$ cat src/rtl/fp_div_if.sv
// Start/done handshake and operand/result bus of the FP divider.
interface fp_div_if;
    logic        i_valid;
    logic [31:0] i_a;
    logic [31:0] i_b;
    logic        o_valid;
    logic        o_busy;
    logic [31:0] o_result;

    modport master (output i_valid, i_a, i_b, input o_valid, o_busy, o_result);
    modport slave  (input i_valid, i_a, i_b, output o_valid, o_busy, o_result);
endinterface

$ cat src/rtl/fp_div.sv
// Sequential IEEE-754 single-precision divider: radix-2 restoring mantissa
// division, one quotient bit per cycle, truncating rounding, subnormals
// flushed to signed zero. Fixed latency of 26 cycles from accept to o_valid.
module fp_div #(
    parameter logic [31:0] QNAN = 32'h7FC0_0000
) (
    input  logic     i_clk,
    input  logic     i_rst_n,
    fp_div_if.slave  bus
);

    typedef enum logic [1:0] {IDLE, CALC, DONE} state_t;

    state_t      state;
    state_t      state_nxt;
    logic [4:0]  count;
    logic        sign;
    logic [7:0]  exp_a;
    logic [7:0]  exp_b;
    logic [25:0] rem;
    logic [23:0] mb;
    logic [24:0] q;
    logic        flag_nan;
    logic        flag_inf;
    logic        flag_zero;
    logic        accept;
    logic        busy;
    logic        done;
    logic        valid_q;
    logic [31:0] result_q;

    // Operand classification helpers; exponent 0 counts as zero (flush).
    logic a_nan, b_nan, a_inf, b_inf, a_zero, b_zero;
    assign a_nan  = (bus.i_a[30:23] == 8'hFF) && (bus.i_a[22:0] != 23'd0);
    assign b_nan  = (bus.i_b[30:23] == 8'hFF) && (bus.i_b[22:0] != 23'd0);
    assign a_inf  = (bus.i_a[30:23] == 8'hFF) && (bus.i_a[22:0] == 23'd0);
    assign b_inf  = (bus.i_b[30:23] == 8'hFF) && (bus.i_b[22:0] == 23'd0);
    assign a_zero = (bus.i_a[30:23] == 8'h00);
    assign b_zero = (bus.i_b[30:23] == 8'h00);

    // Normalise the quotient, apply range saturation and the special cases.
    function automatic logic [31:0] pack_result(
        input logic        s,
        input logic [7:0]  ea,
        input logic [7:0]  eb,
        input logic [24:0] quo,
        input logic        is_nan,
        input logic        is_inf,
        input logic        is_zero
    );
        logic signed [9:0] e_diff;
        logic signed [9:0] e_res;
        logic [22:0]       frac;
        e_diff = signed'({2'b00, ea}) - signed'({2'b00, eb});
        if (quo[24]) begin
            frac  = quo[23:1];
            e_res = e_diff + 10'sd127;
        end else begin
            frac  = quo[22:0];
            e_res = e_diff + 10'sd126;
        end
        if (is_nan)                 pack_result = QNAN;
        else if (is_inf)            pack_result = {s, 8'hFF, 23'd0};
        else if (is_zero)           pack_result = {s, 31'd0};
        else if (e_res >= 10'sd255) pack_result = {s, 8'hFF, 23'd0};
        else if (e_res <= 10'sd0)   pack_result = {s, 31'd0};
        else                        pack_result = {s, e_res[7:0], frac};
    endfunction

    // State register.
    always_ff @(posedge i_clk or negedge i_rst_n) begin
        if (!i_rst_n) state <= IDLE;
        else          state <= state_nxt;
    end

    // Next-state logic; a request arriving during CALC is dropped.
    always_comb begin
        state_nxt = state;
        case (state)
            IDLE:    if (bus.i_valid) state_nxt = CALC;
            CALC:    if (count == 5'd24) state_nxt = DONE;
            DONE:    state_nxt = bus.i_valid ? CALC : IDLE;
            default: state_nxt = IDLE;
        endcase
    end

    // State-decoded control outputs.
    always_comb begin
        busy   = (state == CALC);
        done   = (state == DONE);
        accept = bus.i_valid && (state != CALC);
    end

    // Operand capture on accept, then one restoring-division step per CALC cycle.
    always_ff @(posedge i_clk or negedge i_rst_n) begin
        if (!i_rst_n) begin
            count     <= 5'd0;
            sign      <= 1'b0;
            exp_a     <= 8'd0;
            exp_b     <= 8'd0;
            rem       <= 26'd0;
            mb        <= 24'd0;
            q         <= 25'd0;
            flag_nan  <= 1'b0;
            flag_inf  <= 1'b0;
            flag_zero <= 1'b0;
        end else if (accept) begin
            count     <= 5'd0;
            sign      <= bus.i_a[31] ^ bus.i_b[31];
            exp_a     <= bus.i_a[30:23];
            exp_b     <= bus.i_b[30:23];
            rem       <= {3'b001, bus.i_a[22:0]};
            mb        <= {1'b1, bus.i_b[22:0]};
            q         <= 25'd0;
            flag_nan  <= a_nan || b_nan || (a_zero && b_zero) || (a_inf && b_inf);
            flag_inf  <= a_inf || b_zero;
            flag_zero <= a_zero || b_inf;
        end else if (busy) begin
            count <= count + 5'd1;
            if (rem >= {2'b00, mb}) begin
                rem <= (rem - {2'b00, mb}) << 1;
                q   <= {q[23:0], 1'b1};
            end else begin
                rem <= rem << 1;
                q   <= {q[23:0], 1'b0};
            end
        end
    end

    // Result register: written only from the DONE cycle, held otherwise.
    always_ff @(posedge i_clk or negedge i_rst_n) begin
        if (!i_rst_n) begin
            valid_q  <= 1'b0;
            result_q <= 32'd0;
        end else begin
            valid_q <= done;
            if (done)
                result_q <= pack_result(sign, exp_a, exp_b, q, flag_nan, flag_inf, flag_zero);
        end
    end

    assign bus.o_valid  = valid_q;
    assign bus.o_busy   = busy;
    assign bus.o_result = result_q;

endmodule

$ cat src/flat_wrapper.sv
// flat-port wrapper written by rule: the top's interface ports become plain ports
module fp_div_flat 
#(
    parameter logic [31:0] QNAN = 32'h7FC0_0000
)
  (i_clk, i_rst_n, bus_i_valid, bus_i_a, bus_i_b, bus_o_valid, bus_o_busy, bus_o_result);
  fp_div_if bus_i ();
  input  logic i_clk;
  input  logic i_rst_n;
  input wire logic [$bits(bus_i.i_valid)-1:0] bus_i_valid;
  input wire logic [$bits(bus_i.i_a)-1:0] bus_i_a;
  input wire logic [$bits(bus_i.i_b)-1:0] bus_i_b;
  output wire logic [$bits(bus_i.o_valid)-1:0] bus_o_valid;
  output wire logic [$bits(bus_i.o_busy)-1:0] bus_o_busy;
  output wire logic [$bits(bus_i.o_result)-1:0] bus_o_result;
  assign bus_i.i_valid = bus_i_valid;
  assign bus_i.i_a = bus_i_a;
  assign bus_i.i_b = bus_i_b;
  assign bus_o_valid = bus_i.o_valid;
  assign bus_o_busy = bus_i.o_busy;
  assign bus_o_result = bus_i.o_result;
  fp_div #(.QNAN(QNAN)) u_core (.i_clk(i_clk), .i_rst_n(i_rst_n), .bus(bus_i));
endmodule
$ cat config.mk
export PLATFORM = sky130hd
export DESIGN_NAME = fp_div_flat
export DESIGN_NICKNAME = d
export VERILOG_FILES = /design/src/rtl/fp_div_if.sv /design/src/rtl/fp_div.sv /design/src/flat_wrapper.sv
export SDC_FILE = /design/constraint.sdc
export NUM_CORES = 1
export LEC_CHECK = 0
export ABC_CLOCK_PERIOD_IN_PS = 4000
export CORE_ASPECT_RATIO = 2
export CORE_MARGIN = 2
export CORE_UTILIZATION = 40
export CTS_CLUSTER_DIAMETER = 200
export DETAILED_ROUTE_END_ITERATION = 10
export GPL_ROUTABILITY_DRIVEN = 0
export HOLD_SLACK_MARGIN = 0.06
export PLACE_DENSITY = 0.64
export SYNTH_ARGS = -nofsm -noshare
export SYNTH_HDL_FRONTEND = slang
export SYNTH_SLANG_ARGS = --single-unit
$ cat constraint.sdc
create_clock -name i_clk -period 4 [get_ports i_clk]
set_input_delay 0.8 -clock i_clk [delete_from_list [all_inputs] [get_ports i_clk]]
set_output_delay 0.8 -clock i_clk [all_outputs]
set_load 0.01 [all_outputs]
* After elaboration in Yosys (flattened, before gate mapping)
Cells that the tools add are included.
** Storage, ports and cells
- Bits in registers :: 135
- Output and inout port bits :: 34
** Cells by class
- Add/subtract/negate cells :: 5
- Order comparisons :: 3
- Equality and inequality tests :: 8
- Mux-type cells :: 20
- Bitwise gates (word level) :: 1
- Reductions and logical operators :: 21
** Operators by type and width (count)
- $mux 31 :: 4
- $mux 26 :: 3
- $mux 25 :: 2
- $logic_not 23->1 :: 2
- $reduce_bool 23->1 :: 2
- $mux 32 :: 1
- $ge 26x24->1 :: 1
- $sub 25x24->25 :: 1
- $mux 23 :: 1
- $add 10x8->10 const B :: 2
- $mux 10 :: 2
- $eq 8x8->1 const B :: 2
- $logic_not 8->1 :: 2
- $ge 10x9->1 const B :: 1
- $le 10x1->1 const B :: 1
- $mux 5 :: 2
- $sub 8x8->9 :: 1
- $logic_and 1x1->1 :: 7
- $pmux 2 s3 :: 1
- $add 5x1->5 const B :: 1
- $eq 5x5->1 const B :: 1
- $logic_or 1x1->1 :: 5
- $mux 2 :: 2
- $ne 2x1->1 const B :: 2
- other kinds (8) :: 9

* Longest topological paths before layout
Gate-level depths: netlist (run 1).
- Depth after elaboration :: 10
- Gate-level depth with buffers :: 16
- Depth with buffers taken out :: 15

* Least setup slack after synthesis (run 1)
No wires, ideal clock.
- Path kind :: register to register
- Start point :: reg u_core.exp_a[1]
- End point :: reg u_core.result_q[10] (netlist: u_core.bus.o_result[10])
- Setup time :: 0.119 ns
- Arrival :: 3.084 ns
- Data required time :: 3.881 ns
- Setup slack :: 0.797 ns
- Cell stages (with the launch flop) :: 16
- Buffers on the path :: 1
- Path through :: dfrtp_1 > ha_1 > and2b_4 > nor2_1 > xor2_1 > ha_1 > nand3b_1 > nand2_1 > nor2_1 > a221oi_1 > o311ai_0 > xor2_1 > o41a_2 > nand3_2 > buf_6 > o21ai_2
** On the way
- Cells in the longest elaborated chain, start to end :: 10
** RTL lines
- start, declared :: RTL line fp_div.sv:18 : logic [7:0] exp_a;
- start signal, assigned :: RTL line fp_div.sv:110 : exp_a <= bus.i_a[30:23];
- $sub 8x8->9 (*) :: RTL line fp_div.sv:54 : e_diff = signed'({2'b00, ea}) - signed'({2'b00, eb});
- $add 10x8->10 (on tied branches) :: RTL line fp_div.sv:60, fp_div.sv:57
- $mux 10 (*) :: RTL line fp_div.sv:55 : if (quo[24]) begin
- $mux 10 (*) :: RTL line fp_div.sv:137 : if (done)
- $le 10x1->1 :: RTL line fp_div.sv:66 : else if (e_res <= 10'sd0) pack_result = {s, 31'd0};
- $mux 31 :: RTL line fp_div.sv:66
- $mux 31 (*) :: RTL line fp_div.sv:65 : else if (e_res >= 10'sd255) pack_result = {s, 8'hFF, 23'd0};
- $mux 31 (*) :: RTL line fp_div.sv:64 : else if (is_zero) pack_result = {s, 31'd0};
- $mux 31 (*) :: RTL line fp_div.sv:63 : else if (is_inf) pack_result = {s, 8'hFF, 23'd0};
- $mux 32 (*) :: RTL line fp_div.sv:62 : if (is_nan) pack_result = QNAN;
- end signal, assigned :: RTL line fp_div.sv:138 : result_q <= pack_result(sign, exp_a, exp_b, q, flag_nan, flag_inf, flag_zero);
- end, declared :: RTL line fp_div.sv:30 : logic [31:0] result_q;
Mark *: on every way between the ends. The rest lies on a longest branch, timed or not. The select of a mux whose other input is x is not followed.
A chain may end at the register's enable or synchronous reset.

* Worst setup path in the final report (run 1)
- Start point :: reg u_core.exp_b[1]
- End point :: reg u_core.result_q[0] (netlist: u_core.bus.o_result[0])
** On the way
- Cells in the longest elaborated chain, start to end :: 10
** RTL lines
- start, declared :: RTL line fp_div.sv:19 : logic [7:0] exp_b;
- start signal, assigned :: RTL line fp_div.sv:111 : exp_b <= bus.i_b[30:23];
- $sub 8x8->9 (*) :: RTL line fp_div.sv:54
- $add 10x8->10 (on tied branches) :: RTL line fp_div.sv:60, fp_div.sv:57
- $mux 10 (*) :: RTL line fp_div.sv:55
- $mux 10 (*) :: RTL line fp_div.sv:137
- $le 10x1->1 :: RTL line fp_div.sv:66
- $mux 31 :: RTL line fp_div.sv:66
- $mux 31 (*) :: RTL line fp_div.sv:65
- $mux 31 (*) :: RTL line fp_div.sv:64
- $mux 31 (*) :: RTL line fp_div.sv:63
- $mux 32 (*) :: RTL line fp_div.sv:62
Marks and branches as above.

==> results of run 1 <==
-- metal layers --
metal | GRT usage [%] | vias up
met5 | 0 | -
met4 | 11.39 | 0
met3 | 3.540 | 51
met2 | 39.96 | 149
met1 | 21.30 | 3361
li1 | - | 3477
-- kinds of logic (layout without fill, tap and decap cells) --
family	Yosys count	in the layout	share of synthesized area (%)
multiplexers	55	55	6.733
XOR/XNOR	30	30	3.479
buffers and inverters	104	203	5.308
AND/OR/NAND/NOR	302	302	17.27
flip-flops	135	135	40.49
adder cells (fa/ha/maj)	39	39	5.938
AO/OA/AOI/OAI	262	262	20.78
-- sequential cells by signal, indices dropped and copies added (netlist names) --
name,flops
u_core.exp_a,8
u_core.sign,1
u_core.flag_inf,1
u_core.bus.o_result,32
u_core.flag_zero,1
u_core.exp_b,8
u_core.rem,26
u_core.q,25
u_core.mb,24
u_core.bus.o_valid,1
u_core.state,2
u_core.flag_nan,1
u_core.count,5
-- synthesized netlist by cell type, types with 15 or more instances --
cell type and number:
ha_1 38, mux2i_1 46, nor2_1 50, xor2_1 15
a21oi_1 58, nand4_1 15, clkbuf_1 34, o21ai_0 85
o21ai_2 21, dfrtp_1 135, nand2_1 140, nor4_1 15
a211oi_1 18, nor3_1 20, inv_1 55
-- critical path, stage by stage, from the launching register on --
cell and delay, ns:
dfrtp_1 0.33, inv_1 0.06, ha_1 0.33, and2b_4 0.19, nor2_1 0.15, xor2_1 0.23
ha_1 0.18, nand3b_1 0.07, nand2_1 0.23, nor2_1 0.07, a221oi_1 0.25, o311ai_0 0.20
xor2_1 0.22, o41a_2 0.52, nand3_2 0.12, buf_12 0.20, o21ai_0 0.11
-- power breakdown --
group / internal, uW / total (uW) / switching, uW / leakage (uW)
registers: 1900 / 2250 / 349 / 0.00168
logic: 2540 / 6180 / 3640 / 0.00227
clock network: 1010 / 1660 / 651 / 0.000308
-- through the flow --
step	power [uW]	cell area [um2]	util (%)	setup WS, ns
CTS	10110	10200	49.84	0.4280
global placement	8242	9574	46.79	0.5465
floorplan	7062	8344	-	0.7973
global route	10970	10200	49.84	0.1184
finish	10090	10200	49.84	0.4273
detailed placement	8397	9574	46.79	0.4361
-- final timing paths --
path                                 start                      to  slack, ns  depth (start not counted)
min in group i_clk           u_core.mb[23]           u_core.mb[23]       0.46                          2
setup reg to reg           u_core.exp_b[1]  u_core.bus.o_result[0]       0.43                         16
hold reg to reg              u_core.mb[23]           u_core.mb[23]       0.46                          2
setup / recovery           u_core.exp_b[1]  u_core.bus.o_result[0]       0.43                         16
max in group asynchronous          i_rst_n           u_core.mb[10]       2.71                          2
hold / removal                     i_rst_n            u_core.mb[8]       0.36                          1
-- area by class of cell --
class | count | share of cell area [%]
clock inverter | 14 | 1.816
clock buffer | 18 | 4.306
tap | 266 | 3.263
inverter | 56 | 2.061
sequential | 135 | 33.12
multi-input combinational | 688 | 44.42
timing repair buffer | 115 | 11.00
==> qor.yml, run 1 <==
syn_nets: 1033
ys_warn_count: 0
dp_cells: 1260
fp.coreArea_mm2: 0.02046
max-cap-violations: 0
p_per_area_mw_per_mm2: 989.3
fillers: 1936
remaining_drc_errors: 0
hold_buffers: 0
top_layer: "met4"
grt_max_degree: 73
row_count: 74
syn_avg_cell_area_um2: 9.001
hold_class: "input pin to asynchronous set/reset pin"
crit_type: "flip-flop to flip-flop"
synth_top_area_share_pct: 40.49
clock-root-buffer: "clkbuf_16"
synth_cells: 927
met2_length_um: 12460
peakVddDrop_mv: 0.4140
syn_area_mm2: 0.008344
synth_top_area_cell: "dfrtp_1"
max_slew_margin_pct: 42.04
grt_usage_pct: 21.08
ant_nets: 0
grt_pass1_vias: 7152
worst_pin_slew_ns: 0.8558
hold_slack_ns: 0.3593
fp.dieArea_mm2: 0.02210
seq_area_mm2: 0.003378
synthFlopType: "dfrtp_1"
wirelength_um: 22350
dr.pass1.iters: 5
clock_latency_ns: 0.44
antenna_found_initial: 0
diodes: 0
synth_area_leaders: "dfrtp_1 40%, nand2_1 6.3%, ha_1 5.7%"
via_count: 7038
initial_core_util_pct: 40.78
cts_htree_levels: 4
finalNetCount: 1119
viasPerCell: 5.447
cts_tree: "done"
fin_crit_sh_pct: 89.32
post-route-min-period_ns: 3.573
async_flop_share_pct: 100.0
setup_viol: 0
gr-total-overflow: 0
area_growth_pct: 22.22
clkSinkCount: 135
synth_seq_cells: 135
hold_viol: 0
first_iter_violations: 255
cts.clk_slew.worst_paths_ns: 0.07
final_common_cell: "nand2_1"
path_max_fanout: 22
worstPathRequired_ns: 4.32
final_cells: 1292
mostFrequentLayoutCells: "140 x nand2_1, 135 x dfrtp_1, 98 x clkdlybuf4s50_1, 85 x o21ai_0, 58 x a21oi_1"
synth_edf_count: 0
fmax_ghz: 0.2799
post_cts_buffers: 0
clk_path_buf_depth: 2
synth.yosys.seq_area_share_pct: 40.49
portBuffers: 100
dr_wl_met3_um: 564
fin_tns_setup_ns: 0
ys_types: 78
start_kind: "flip-flop"
slew_viol_final: 0
hpwl_um: 16800
routedWlPerCell_um: 17.30
numCtsBuffers: 17
io_pins: 101
drive_gt1_share_pct: 10.04
grt_pass1_wl_um: 36160
met1Wirelength_um: 8327
end_kind: "flip-flop"
cp.arrival_ns: 3.89
p_leak_uw: 0.004256
die_y_um: 208.3
multi_input_area_mm2: 0.004531
finClkSkew_ns: 0.008390
outcome: "complete, no violations"
rsz0062_at_grt: "false"
die_w_um: 106.1
cts_resized: 0
Power figures use the tool's default switching activity.
==> run 2, diff against run 1 <==
Settings changed: CORE_UTILIZATION 40 to 41, PLACE_DENSITY 0.64 to 0.65.
==> qor.yml, run 2 (synthesis gave the netlist of run 1 again) <==
outcome: "complete, no violations"
dr.pass1.iters: 4  # -1
mostFrequentLayoutCells: "140 x nand2_1, 135 x dfrtp_1, 99 x clkdlybuf4s50_1, 85 x o21ai_0, 58 x a21oi_1"
rrSetupSlack_ns: 0.33  # -0.10 ns
peakVddDrop_mv: 0.4423  # +6.8%
die_y_um: 205.8  # -1.2%
ant_nets: 0  # unchanged
portBuffers: 100  # unchanged
crit_type: "flip-flop to flip-flop"
post-route-min-period_ns: 3.674  # +0.1014 ns
hold_buffers: 0  # unchanged
start_kind: "flip-flop"
cts_tree: "done"
cp.arrival_ns: 3.98  # +0.09 ns
final_common_cell: "nand2_1"
grt_pass1_vias: 7293  # +2.0%
fin_crit_sh_pct: 91.85  # +2.5 points
fin_util_pct: 51.01  # +1.2 points
crit_path_cell_trace: "ha_1 -> and2b_4 -> nor2_1 -> xor2_1 -> ha_1 -> nand3b_1 -> nand2_1 -> nor2_1 -> a221oi_1 -> o311ai_0 -> xor2_1 -> o41a_2 -> nand3_2 -> buf_12 -> o21ai_0"
clkSinkCount: 135  # unchanged
p_per_area_mw_per_mm2: 981.4  # -0.79%
clock_latency_ns: 0.43  # about the same
fillers: 1950  # +0.72%
hold_class: "input pin to asynchronous set/reset pin"
worstReg2RegStart: "u_core.exp_a[1]"
max-cap-violations: 0  # unchanged
hpwl_um: 16450  # -2.1%
numCtsBuffers: 17  # unchanged
first_iter_violations: 348  # +36%
cts.clk_slew.worst_paths_ns: 0.07  # about the same
antenna_found_initial: 0  # unchanged
crit_end: "u_core.bus.o_result[1]"
pre_cts_ws_ns: 0.3863  # -0.04987 ns
die_w_um: 104.9  # -1.2%
path_max_fanout: 22  # unchanged
max_slew_margin_pct: 55.20  # +13 points
grt_pass1_wl_um: 36890  # +2.0%
worst_pin_slew_ns: 0.6659  # -0.1899 ns
initial_core_util_pct: 41.91  # +1.1 points
clk_path_buf_depth: 2  # unchanged
fp.coreArea_mm2: 0.01991  # -2.7%
rr_endpoint: "u_core.bus.o_result[1]"
layout_setup_ws_ns: 0.3259  # -0.1014 ns
cts_htree_levels: 4  # unchanged
cp-startpoint: "u_core.exp_a[1]"
via_count: 7071  # +0.47%
finClkSkew_ns: 0.009555  # +0.001165 ns
setup_viol: 0  # unchanged
routedWlPerCell_um: 17.16  # -0.81%
area_growth_pct: 21.73
fin_tns_setup_ns: 0  # unchanged
post_cts_buffers: 0  # unchanged
fmax_ghz: 0.2722  # -2.8%
finalNetCount: 1117  # -0.18%
placed_area_mm2: 0.009584  # +0.10%
cts_resized: 0  # unchanged
gr-total-overflow: 0  # unchanged
end_kind: "flip-flop"
rsz0062_at_grt: "false"
largest_register_ffs: 32  # unchanged
hold_slack_ns: 0.3421  # -0.01722 ns
final_area_mm2: 0.01016  # -0.40%
max_stage_delay_ns: 0.53  # about the same
ff2ff_path_depth: 15  # -1
io_pins: 101  # unchanged
grt_max_degree: 79  # +8.2%
clock-root-buffer: "clkbuf_16"
slew_viol_final: 0  # unchanged
remaining_drc_errors: 0  # unchanged
diodes: 0  # unchanged
drive_gt1_share_pct: 9.863  # -0.18 points
worstPathRequired_ns: 4.31  # about the same
fp.dieArea_mm2: 0.02158  # -2.4%
grt_usage_pct: 21.77  # +0.69 points
wirelength_um: 22070  # -1.3%
cpMaxStageDelayCell: "o41a_2"
row_count: 73  # -1.4%
viasPerCell: 5.498  # +0.94%
hold_viol: 0  # unchanged
p_leak_uw: 0.004214  # -0.98%
-- run 2: cell types whose count changed in the layout (fill, tap and decap cells not counted), moves of 2 or more --
cell / before / now
bufinv_16: 3 / 0
inv_8: 1 / 4
buf_12: 1 / 3
buf_4: 14 / 10
clkinvlp_4: 0 / 4
clkinv_4: 4 / 0
-- run 2: worst min path at each step --
stage                  start            end  slack (ns)
2_1_floorplan  u_core.mb[23]  u_core.mb[23]        0.42
3_3_place_gp   u_core.mb[23]  u_core.mb[23]        0.43
3_5_place_dp   u_core.mb[23]  u_core.mb[23]        0.45
4_1_cts              i_rst_n   u_core.mb[8]        0.36
5_1_grt              i_rst_n   u_core.mb[8]        0.37
6_report             i_rst_n   u_core.mb[8]        0.34
-- run 2: cell type report --
| type | instances | area [um2] | share of cell area, % |
|---|---|---|---|
| flip-flops and latches | 135 | 3378 | 33.26 |
| clock buffers | 17 | 425.4 | 4.188 |
| inverters | 56 | 210.2 | 2.069 |
| well taps | 262 | 327.8 | 3.227 |
| clock inverters | 15 | 140.1 | 1.380 |
| repair buffers | 113 | 1137 | 11.20 |
| multi-input cells | 688 | 4538 | 44.68 |
-- run 2: worst max-delay path: cells and delay by family, from the launching register on --
family                     cells  cell delay, ns
buffers and inverters          1            0.21
DFF                            1            0.38
and+or+nand+nor                6            0.88
AOI/OAI and AO/OA              4            1.11
adders and majority gates      2            0.52
xor gates and xnor gates       2            0.46
-- run 2: power breakdown --
part | switching (uW) | total, uW | internal [uW]
Combinational | 3660 | 6210 | 2550
Clock | 687 | 1510 | 821
Sequential | 353 | 2250 | 1900
-- run 2: layer usage --
| layer | routed length, um | up-vias | GRT usage, % |
|---|---|---|---|
| li1 | - | 3467 | - |
| met1 | 7798 | 3399 | 21.44 |
| met2 | 12830 | 162 | 43.44 |
| met3 | 586 | 43 | 3.294 |
| met4 | 854 | 0 | 10.19 |
| met5 | 0 | - | 0 |
-- run 2: per-stage QoR --
stage,total power [uW],std cells
2_1_floorplan,7062,927
3_3_place_gp,8256,1254
3_5_place_dp,8398,1254
4_1_cts,9973,1286
5_1_grt,10930,1286
6_report,9969,1286
==> run 3, diff against run 2 <==
Settings changed: ABC_CLOCK_PERIOD_IN_PS 4000 to unset.
==> results of run 3 <==
The final DEF is identical to that of run 2; final timing and power are the same.
